--- src/rtl/multicycle_controller_pkg.sv ---
// Shared encodings for the multicycle RISC-V controller: FSM states, opcodes,
// ALU operations and the per-state control word.
package multicycle_controller_pkg;

    localparam logic [3:0] StFetch    = 4'd0;
    localparam logic [3:0] StDecode   = 4'd1;
    localparam logic [3:0] StMemAdr   = 4'd2;
    localparam logic [3:0] StMemRead  = 4'd3;
    localparam logic [3:0] StMemWb    = 4'd4;
    localparam logic [3:0] StMemWrite = 4'd5;
    localparam logic [3:0] StExecuteR = 4'd6;
    localparam logic [3:0] StExecuteI = 4'd7;
    localparam logic [3:0] StAluWb    = 4'd8;
    localparam logic [3:0] StJal      = 4'd9;
    localparam logic [3:0] StBeq      = 4'd10;

    localparam logic [6:0] OpLoad   = 7'b0000011;
    localparam logic [6:0] OpStore  = 7'b0100011;
    localparam logic [6:0] OpRType  = 7'b0110011;
    localparam logic [6:0] OpIType  = 7'b0010011;
    localparam logic [6:0] OpJal    = 7'b1101111;
    localparam logic [6:0] OpBranch = 7'b1100011;

    localparam logic [2:0] AluAdd = 3'b000;
    localparam logic [2:0] AluSub = 3'b001;
    localparam logic [2:0] AluAnd = 3'b010;
    localparam logic [2:0] AluOr  = 3'b011;
    localparam logic [2:0] AluSlt = 3'b101;

    localparam logic [1:0] AluOpAdd   = 2'b00;
    localparam logic [1:0] AluOpSub   = 2'b01;
    localparam logic [1:0] AluOpFunct = 2'b10;

    typedef struct packed {
        logic       pcupdate;
        logic       branch;
        logic       adrsrc;
        logic       memwrite;
        logic       irwrite;
        logic       regwrite;
        logic [1:0] resultsrc;
        logic [1:0] alusrca;
        logic [1:0] alusrcb;
        logic [1:0] aluop;
    } ctrl_t;

endpackage

--- src/rtl/multicycle_controller_alu_decoder.sv ---
// ALU decoder: maps ALUOp and instruction function fields to an ALU operation.
module alu_decoder
    import multicycle_controller_pkg::*;
(
    input  logic [1:0] aluop,
    input  logic [2:0] funct3,
    input  logic       op5,
    input  logic       funct7b5,
    output logic [2:0] alucontrol
);

    always_comb begin
        alucontrol = AluAdd;
        case (aluop)
            AluOpAdd: alucontrol = AluAdd;
            AluOpSub: alucontrol = AluSub;
            AluOpFunct: begin
                case (funct3)
                    // Only R-type (op[5]=1) can encode sub; addi with imm[10] set stays add.
                    3'b000:  alucontrol = (op5 && funct7b5) ? AluSub : AluAdd;
                    3'b010:  alucontrol = AluSlt;
                    3'b110:  alucontrol = AluOr;
                    3'b111:  alucontrol = AluAnd;
                    default: alucontrol = AluAdd;
                endcase
            end
            default: alucontrol = AluAdd;
        endcase
    end

endmodule

--- src/rtl/multicycle_controller.sv ---
// Moore-FSM control unit for a multicycle RISC-V datapath (lw, sw, R/I ALU, jal, beq).
module multicycle_controller
    import multicycle_controller_pkg::*;
(
    input  logic       clk,
    input  logic       reset,
    input  logic [6:0] op,
    input  logic [2:0] funct3,
    input  logic       funct7b5,
    input  logic       Zero,
    output logic       PCWrite,
    output logic       AdrSrc,
    output logic       MemWrite,
    output logic       IRWrite,
    output logic [1:0] ResultSrc,
    output logic [1:0] ALUSrcA,
    output logic [1:0] ALUSrcB,
    output logic [2:0] ALUControl,
    output logic [1:0] ImmSrc,
    output logic       RegWrite,
    output logic [3:0] State
);

    logic [3:0] state_q, state_d;
    ctrl_t      ctrl;

    always_ff @(posedge clk) begin
        if (reset) state_q <= StFetch;
        else       state_q <= state_d;
    end

    always_comb begin
        state_d = StFetch;
        case (state_q)
            StFetch: state_d = StDecode;
            StDecode: begin
                case (op)
                    OpLoad, OpStore: state_d = StMemAdr;
                    OpRType:         state_d = StExecuteR;
                    OpIType:         state_d = StExecuteI;
                    OpJal:           state_d = StJal;
                    OpBranch:        state_d = StBeq;
                    default:         state_d = StFetch;
                endcase
            end
            StMemAdr:   state_d = (op == OpLoad) ? StMemRead : StMemWrite;
            StMemRead:  state_d = StMemWb;
            StExecuteR: state_d = StAluWb;
            StExecuteI: state_d = StAluWb;
            StJal:      state_d = StAluWb;
            default:    state_d = StFetch;
        endcase
    end

    always_comb begin
        ctrl = '0;
        case (state_q)
            StFetch: begin
                ctrl.irwrite   = 1'b1;
                ctrl.alusrcb   = 2'b10;
                ctrl.resultsrc = 2'b10;
                ctrl.pcupdate  = 1'b1;
            end
            StDecode: begin
                ctrl.alusrca = 2'b01;
                ctrl.alusrcb = 2'b01;
            end
            StMemAdr: begin
                ctrl.alusrca = 2'b10;
                ctrl.alusrcb = 2'b01;
            end
            StMemRead: ctrl.adrsrc = 1'b1;
            StMemWb: begin
                ctrl.resultsrc = 2'b01;
                ctrl.regwrite  = 1'b1;
            end
            StMemWrite: begin
                ctrl.adrsrc   = 1'b1;
                ctrl.memwrite = 1'b1;
            end
            StExecuteR: begin
                ctrl.alusrca = 2'b10;
                ctrl.aluop   = AluOpFunct;
            end
            StExecuteI: begin
                ctrl.alusrca = 2'b10;
                ctrl.alusrcb = 2'b01;
                ctrl.aluop   = AluOpFunct;
            end
            StAluWb: ctrl.regwrite = 1'b1;
            StJal: begin
                ctrl.alusrca  = 2'b01;
                ctrl.alusrcb  = 2'b10;
                ctrl.pcupdate = 1'b1;
            end
            StBeq: begin
                ctrl.alusrca = 2'b10;
                ctrl.aluop   = AluOpSub;
                ctrl.branch  = 1'b1;
            end
            default: ctrl = '0;
        endcase
    end

    // Architectural write enables are held off while reset is asserted.
    assign PCWrite   = (ctrl.pcupdate | (ctrl.branch & Zero)) & ~reset;
    assign IRWrite   = ctrl.irwrite & ~reset;
    assign RegWrite  = ctrl.regwrite & ~reset;
    assign MemWrite  = ctrl.memwrite & ~reset;
    assign AdrSrc    = ctrl.adrsrc;
    assign ResultSrc = ctrl.resultsrc;
    assign ALUSrcA   = ctrl.alusrca;
    assign ALUSrcB   = ctrl.alusrcb;
    assign State     = state_q;

    always_comb begin
        case (op)
            OpStore:  ImmSrc = 2'b01;
            OpBranch: ImmSrc = 2'b10;
            OpJal:    ImmSrc = 2'b11;
            default:  ImmSrc = 2'b00;
        endcase
    end

    alu_decoder u_alu_decoder (
        .aluop      (ctrl.aluop),
        .funct3     (funct3),
        .op5        (op[5]),
        .funct7b5   (funct7b5),
        .alucontrol (ALUControl)
    );

endmodule

--- config.mk ---
export PLATFORM = sky130hd
export DESIGN_NAME = multicycle_controller
export DESIGN_NICKNAME = d
export VERILOG_FILES = /design/src/rtl/multicycle_controller_pkg.sv /design/src/rtl/multicycle_controller_alu_decoder.sv /design/src/rtl/multicycle_controller.sv
export SDC_FILE = /design/constraint.sdc
export NUM_CORES = 1
export LEC_CHECK = 0
export BUFFER_PORTS_ARGS = -buffer_cell sky130_fd_sc_hd__buf_4
export CAP_MARGIN = 10
export CORE_AREA = 2 2 39 41
export CTS_BUF_LIST = sky130_fd_sc_hd__clkbuf_16
export CTS_CLUSTER_DIAMETER = 60
export DETAILED_ROUTE_END_ITERATION = 6
export DIE_AREA = 0 0 41 43
export PLACE_DENSITY_LB_ADDON = 0.3
export REMOVE_ABC_BUFFERS = 1
export SLEW_MARGIN = 30
export SYNTH_ARGS = -nofsm -noshare
export SYNTH_HDL_FRONTEND = slang
export SYNTH_SLANG_ARGS = --single-unit
--- constraint.sdc ---
create_clock -name clk -period 1.61 [get_ports clk]
set_input_delay 0 -clock clk [delete_from_list [all_inputs] [get_ports clk]]
set_output_delay 0 -clock clk [all_outputs]
set_load 0.05 [all_outputs]
==> results by group, run 1 <==
Floorplanning
  • Total core area: 1380 sq um
  • Initial Util: 37.0%
  • Die Ht: 43 um
  • I/O pins: 34
  • Row Count: 14
  • Die W: 41 um
  • Die ar.: 1760 sq um

Synth
  • Post-synthesis mux area share: 0%
  • Mapped cell area: 512 sq um
  • Synth top area share: 15.6%
  • Synth cell count leaders: nor2_1 (9), nor3_1 (8), a21oi_1 (5)
  • Yosys reg bits: 4
  • Synth area leaders: dfxtp_1 (16%), nor3_1 (7.8%), nor2_1 (6.6%)
  • Xor/xnor share of the synthesized area: 5.13%
  • Yosys top cell by area: dfxtp_1
  • Most common cell in the synthesized netlist: nor2_1
  • Mean Syn Cell Area: 7.01 sq um
  • Synth Area in Compound Gates: 19.3%
  • Register area share after synthesis: 15.6%
  • Synth Area in Simple Gates: 49.1%
  • Post-Synth Adder-Cell Area: 4.89%
  • Yosys warnings: 0
  • Synth Instances: 73
  • Largest family of logic cells by synthesized area: simple AND/OR/NAND/NOR gates
  • Async set-reset flop share out of synthesis: 0%
  • Synth cell types: 35
  • Synth Flop Type: dfxtp_1
  • EDFF count, synth: 0

Power and ir drop
  • Comb pwr share: 25.5%
  • Switching share of power: 26.4%
  • Int Pwr: 0.000481 W
  • Maximum VDD drop: 0.579 mV
  • Clock network power share: 58.6%
  • Leak: 0.433 nW
  • Design Power: 0.000654 W
  • Reg power frac: 15.9%
  • P_sw: 0.000173 W
  • P per Cell Area: 717 nW/um^2

Detailed routing
  • Post-DRT Antenna Nets: 0
  • Initial DRC count: 5
  • Final WL: 1610 um
  • Drt drc: 0
  • Via/cell ratio: 5.31
  • Vias: 664
  • Total iterations of the first detailed-routing run: 4
  • WL/cell: 12.9 um

Min path
  • Hold crit path type: in2reg

Clock tree
  • H-tree levels: 1
  • Post-CTS Setup Repair Bufs: 0
  • Clock slew seen by the registers of the worst setup and hold paths: 30 ps
  • Clk root buf: clkbuf_16
  • Insertion delay to the later sink of the worst-skew pair: 220 ps
  • Total CTS buffers: 3
  • CTS tree: yes
  • Max clock buf depth: 2
  • CTS sink cnt: 4

Job
  • # Max-Cap Violations: 0

Critical path
  • Critical Path Max Stage Delay: 400 ps
  • CP startpoint kind: flip-flop
  • Cell Chain, Critical Path: and2b_2, a21oi_1, a2111oi_0, buf_4
  • Critical-path top delay cell: a2111oi_0
  • WS Path Type: reg2out
  • Cell family with most CP delay: compound AO/OA/AOI/OAI gates
  • Worst EP arrival: 1540 ps
  • Worst setup EP type: primary output
  • CP max FO: 5
  • Req. time, crit path: 1610 ps
  • Reg-to-reg slack, setup: 330 ps
  • CP Buf/Inv Count: 1

Final layout
  • Max FFs per register: 4
  • Final Instance Count excl. Fillers: 125
  • Multi-input logic area: 434 sq um
  • Fillers: 123
  • Area growth, synth to finish: 78.2%
  • Reg area: 86.3 sq um
  • Ant diodes: 0
  • Share of cells above drive strength 1: 50.5%
  • Nets: 127

Global routing
  • Gr ovfl total: 0
  • Gr usage total: 20.2%
  • Via count of the first global-routing pass: 621
  • First-pass GRT wire length: 2470 um
  • Largest net degree at the start of global routing: 12
  • Initial antenna violation count: 0

Placed design
  • Port Buffers: 33
  • Dpl cells: 122
  • Global placement routability congestion: 0.690
  • DP Wirelength: 1150 um

STA
  • WHS: 21.9 ps
  • Slew Viols, Final: 0
  • # setup viols final: 0
  • Final Cycle Share: 95.7%
  • Worst-margin pin slew: 359 ps
  • Clock skew: 0.954 ps
  • Fmax: 0.649 GHz
  • Total negative setup slack: 0 ps
  • Final min period: 1540 ps
  • Slew headroom: 75.4%
  • Hold Vio Cnt, Final: 0

Run status
  • Status: completed
-- worst reg2reg max path: stages, from the launching register on --
cell,delay [ps]
dfxtp_4,350
buf_4,170
or4_1,510
a31oi_1,170
-- kinds of logic (layout without fill, tap and decap cells) --
family | after synthesis | count (layout)
AOI/OAI and AO/OA | 15 | 15
xor gates and xnor gates | 3 | 3
adders and majority gates | 2 | 2
buffers and inverters | 7 | 43
DFF | 4 | 4
and+or+nand+nor | 42 | 42
-- power groups by stage --
| stage | clock [W] | combinational (W) | sequential [W] |
|---|---|---|---|
| detailed placement | 0 | 0.000166 | 0.000106 |
| floorplan | 0 | 0.0000852 | 0.000118 |
| finish | 0.000383 | 0.000167 | 0.000104 |
| global route | 0.000406 | 0.000177 | 0.000105 |
| global placement | 0 | 0.000164 | 0.000106 |
| CTS | 0.000388 | 0.000167 | 0.000105 |
-- repair_timing --
item | 4_1_cts | 5_1_grt
resized for setup | 2 | 12
pin swaps | 0 | 0
endpoints found under the setup margin | 2 | 4
endpoints found under the hold margin | 0 | 0
hold buffers | 0 | 0
-- per-stage QoR --
step	setup WS [ps]	utilization [%]	cell area [sq um]
2_1_floorplan	-2030	-	493
6_report	69.5	65.9	912
5_1_grt	-13.0	65.9	912
3_5_place_dp	200	57.1	791
4_1_cts	13.1	62.7	868
3_3_place_gp	263	57.1	791
-- final timing paths --
path                                          start             endpoint  depth (start not counted)
worst max-delay path            State[0]$_SDFF_PP0_              PCWrite                          4
worst min-delay path                          reset  State[3]$_SDFF_PP0_                          2
worst max register to register  State[1]$_SDFF_PP0_  State[0]$_SDFF_PP0_                          3
worst min register to register  State[0]$_SDFF_PP0_  State[0]$_SDFF_PP0_                          2
-- per-layer routing --
metal	vias up	track usage, %	wire length [um]
met5	-	0	0
met4	0	8.00	0
met3	0	5.24	111
met2	25	34.4	819
met1	298	22.2	681
li1	341	-	-
-- area by class of cell --
type / count / area share [%]
sequential: 4 / 9.47
multi-input combinational: 62 / 47.6
clock buffer: 3 / 8.23
tap: 16 / 2.19
timing repair buffer: 37 / 31.3
inverter: 3 / 1.23
-- cells in the final DEF, fill, tap and decap left out, types with 2 or more instances in the layout --
cell type and instances:
buf_4 35, nand2_1 2, nor3_1 8, a31oi_1 3, a21oi_1 4, xor2_1 2
dfxtp_2 2, nand2b_1 3, inv_1 3, clkbuf_16 3, nand3_1 2, o21a_1 2
nor2b_1 2, nor2_1 8, buf_6 2
No activity file was read; power rests on OpenSTA's default activity.
==> inputs of run 2 (changes only) <==
--- a/config.mk
+++ b/config.mk
@@ -7,11 +7,12 @@
 export LEC_CHECK = 0
 export BUFFER_PORTS_ARGS = -buffer_cell sky130_fd_sc_hd__buf_4
 export CAP_MARGIN = 10
-export CORE_AREA = 2 2 39 41
+export CELL_PAD_IN_SITES_DETAIL_PLACEMENT = 1
+export CELL_PAD_IN_SITES_GLOBAL_PLACEMENT = 1
+export CORE_UTILIZATION = 26
 export CTS_BUF_LIST = sky130_fd_sc_hd__clkbuf_16
 export CTS_CLUSTER_DIAMETER = 60
 export DETAILED_ROUTE_END_ITERATION = 6
-export DIE_AREA = 0 0 41 43
 export PLACE_DENSITY_LB_ADDON = 0.3
 export REMOVE_ABC_BUFFERS = 1
 export SLEW_MARGIN = 30
==> run 2 against run 1 <==
  * The flow now finishes with violations (setup timing)
  * Cell area increased by 5.1%
  * Routed wire length increased by 24%
  * Via count is 4.5% higher
  * Highest routed layer is now met4
  * Count of clock-buffer cells in the layout unchanged
  * Combinational power increased by 2%
  * Maximum frequency is 6.7% lower
  * Total power rose by 3.0%
  * Hold slack gained 7.5 ps
  * Sequential share of layout area down 0.20 points
  * Largest cell class unchanged
  * Non-clock buffer count is 1 higher
  * Clock power grew 4%
==> results by group, run 2 (synthesis gave the netlist of run 1 again) <==
Run status
  • Status: complete, but fails checks (was completed)
  • Failing checks: setup timing

Clock tree
  • Clk root buf: clkbuf_16 (unchanged)
  • Insertion delay to the later sink of the worst-skew pair: 230 ps (was 220 ps)
  • Cts-stage hold buffer count: 0 (unchanged)
  • H-tree levels: 1 (unchanged)
  • Max clock buf depth: 2 (unchanged)
  • Post-CTS Setup Repair Bufs: 0 (unchanged)
  • Total CTS buffers: 3 (unchanged)
  • CTS tree: yes (unchanged)
  • CTS sink cnt: 4 (unchanged)
  • Clock slew seen by the registers of the worst setup and hold paths: 30 ps (about the same)

Final layout
  • Most frequent cells in the layout: buf_4 (36), nor3_1 (8), nor2_1 (7) (was buf_4 (35), nor3_1 (8), nor2_1 (8))
  • Ant diodes: 0 (unchanged)
  • Most common cell after layout, fill and taps aside: buf_4 (unchanged)
  • Max FFs per register: 4 (unchanged)
  • Share of cells above drive strength 1: 53.6% (was 50.5%)
  • Nets: 128 (was 127)
  • Reg area: 88.8 sq um (was 86.3 sq um)
  • Cell area after layout: 958 sq um (was 912 sq um)
  • Final Instance Count excl. Fillers: 135 (was 125)
  • Multi-input logic area: 459 sq um (was 434 sq um)
  • Area growth, synth to finish: 87.3% (was 78.2%)
  • Fillers: 225 (was 123)

Global routing
  • Gr usage total: 18.1% (was 20.2%)
  • Gr ovfl total: 0 (unchanged)
  • Via count of the first global-routing pass: 620 (was 621)
  • Initial antenna violation count: 0 (unchanged)
  • First-pass GRT wire length: 2670 um (was 2470 um)
  • Largest net degree at the start of global routing: 12 (unchanged)

Detailed routing
  • Total iterations of the first detailed-routing run: 2 (was 4)
  • Initial DRC count: 2 (was 5)
  • Post-DRT Antenna Nets: 0 (unchanged)
  • Vias: 694 (was 664)
  • Via/cell ratio: 5.14 (was 5.31)
  • WL/cell: 14.8 um (was 12.9 um)
  • Final WL: 1990 um (was 1610 um)
  • Drt drc: 0 (unchanged)

Critical path
  • CP startpoint kind: flip-flop (unchanged)
  • Worst R2R Path Depth: 3 (unchanged)
  • WS Path Type: reg2out (unchanged)
  • Worst EP arrival: 1650 ps (was 1540 ps)
  • Reg-to-reg slack, setup: 280 ps (was 330 ps)
  • Reg-to-reg endpoint: State[0]$_SDFF_PP0_ (unchanged)
  • Worst setup EP type: primary output (unchanged)
  • CP max FO: 7 (was 5)
  • Req. time, crit path: 1610 ps (about the same)
  • Worst reg2reg path startpoint: State[1]$_SDFF_PP0_ (unchanged)

Power and ir drop
  • Leak: 0.443 nW (was 0.433 nW)
  • Int Pwr: 0.000483 W (was 0.000481 W)
  • P per Cell Area: 703 nW/um^2 (was 717 nW/um^2)
  • P_sw: 0.000191 W (was 0.000173 W)
  • Switching share of power: 28.4% (was 26.4%)
  • Maximum VDD drop: 0.565 mV (was 0.579 mV)
  • Clock network power share: 59.0% (was 58.6%)
  • Reg power frac: 15.6% (was 15.9%)
  • Comb pwr share: 25.4% (was 25.5%)

STA
  • Hold Vio Cnt, Final: 0 (unchanged)
  • Final min period: 1650 ps (was 1540 ps)
  • Fmax: 0.606 GHz (was 0.649 GHz)
  • # setup viols final: 1 (was 0)
  • Clock skew: 4.65 ps (was 0.954 ps)
  • Final critical-path setup slack: -40.3 ps (was 69.5 ps)
  • WHS: 29.3 ps (was 21.9 ps)
  • Slew headroom: 74.5% (was 75.4%)
  • Final Cycle Share: 103% (was 95.7%)
  • Slew Viols, Final: 0 (unchanged)
  • Worst-margin pin slew: 382 ps (was 359 ps)

Floorplanning
  • Row Count: 15 (was 14)
  • Initial Util: 28.7% (was 37.0%)
  • Die Ht: 46.4 um (was 43 um)
  • I/O pins: 34 (unchanged)
  • Die W: 46.4 um (was 41 um)
  • Die ar.: 2150 sq um (was 1760 sq um)
  • Total core area: 1780 sq um (was 1380 sq um)

Placed design
  • Port Buffers: 33 (unchanged)
  • DP Wirelength: 1380 um (was 1150 um)
  • Placed Area: 810 sq um (was 791 sq um)
  • Dpl cells: 132 (was 122)
  • Global placement routability congestion: 0.741 (was 0.690)

Min path
  • WHS Path Cells: 2 (unchanged)
  • Hold crit path type: in2reg (unchanged)
  • Hold wc startpoint: reset (unchanged)
  • Worst Hold Endpoint: State[3]$_SDFF_PP0_ (unchanged)

Job
  • # Max-Cap Violations: 0 (unchanged)
-- run 2: cell types whose count changed in the layout (fill, tap and decap cells not counted), sizes merged --
| cell | before | now |
|---|---|---|
| buf | 37 | 38 |
-- run 2: critical path: stages (launching register included) --
cell	delay, ps
dfxtp_4	370
nor2b_1	240
a21oi_1	90
a2111oi_1	440
buf_4	270
-- run 2: layout make-up --
class                      instances  share of cell area, %
sequential                         4                   9.27
tap                               25                   3.26
multi-input combinational         62                   47.9
clock buffer                       3                   7.83
inverter                           3                   1.17
timing repair buffer              38                   30.5
-- run 2: per-stage QoR --
stage / setup slack (ps) / setup TNS [ps] / power [W] / util [%]
3_5_place_dp: 107 / 0 / 0.000274 / 45.4
2_1_floorplan: -2030 / -7570 / 0.000204 / -
6_report: -40.3 / -40.3 / 0.000674 / 53.8
4_1_cts: 0.949 / 0 / 0.000678 / 50.5
3_3_place_gp: 188 / 0 / 0.000272 / 45.4
5_1_grt: -93.4 / -93.4 / 0.000697 / 53.8
-- run 2: power groups by stage --
stage	clock, W	combinational [W]	sequential (W)
after global routing	0.000410	0.000181	0.000105
after global placement	0	0.000164	0.000108
after floorplan	0	0.0000852	0.000118
after detailed placement	0	0.000166	0.000108
after CTS	0.000405	0.000168	0.000105
final	0.000397	0.000171	0.000105
-- run 2: worst max-delay path by stage --
stage                              startpoint             to  slack [ps]  depth (start not counted)
final                     State[0]$_SDFF_PP0_        PCWrite         -40                          4
after detailed placement  State[1]$_SDFF_PP0_  ALUControl[0]         110                          6
after global routing      State[0]$_SDFF_PP0_        PCWrite         -90                          4
after floorplan           State[1]$_SDFF_PP0_        PCWrite       -2030                          3
after global placement    State[0]$_SDFF_PP0_  ALUControl[0]         190                          6
after CTS                 State[0]$_SDFF_PP0_  ALUControl[0]         0.9                          6
-- run 2: routing by layer --
| layer | part of all wire, % | GRT usage [%] |
|---|---|---|
| met1 | 41 | 19.7 |
| met2 | 52 | 31.4 |
| met3 | 5.6 | 5.10 |
| met4 | 1.9 | 8.82 |
| met5 | 0 | 0 |
-- run 2: timing repair --
| action | 4_1_cts | 5_1_grt |
|---|---|---|
| pin swaps | 1 | 0 |
| endpoints found under the setup margin | 4 | 3 |
| cloned | 0 | 0 |
| resized for setup | 7 | 13 |
| endpoints found under the hold margin | 0 | 0 |
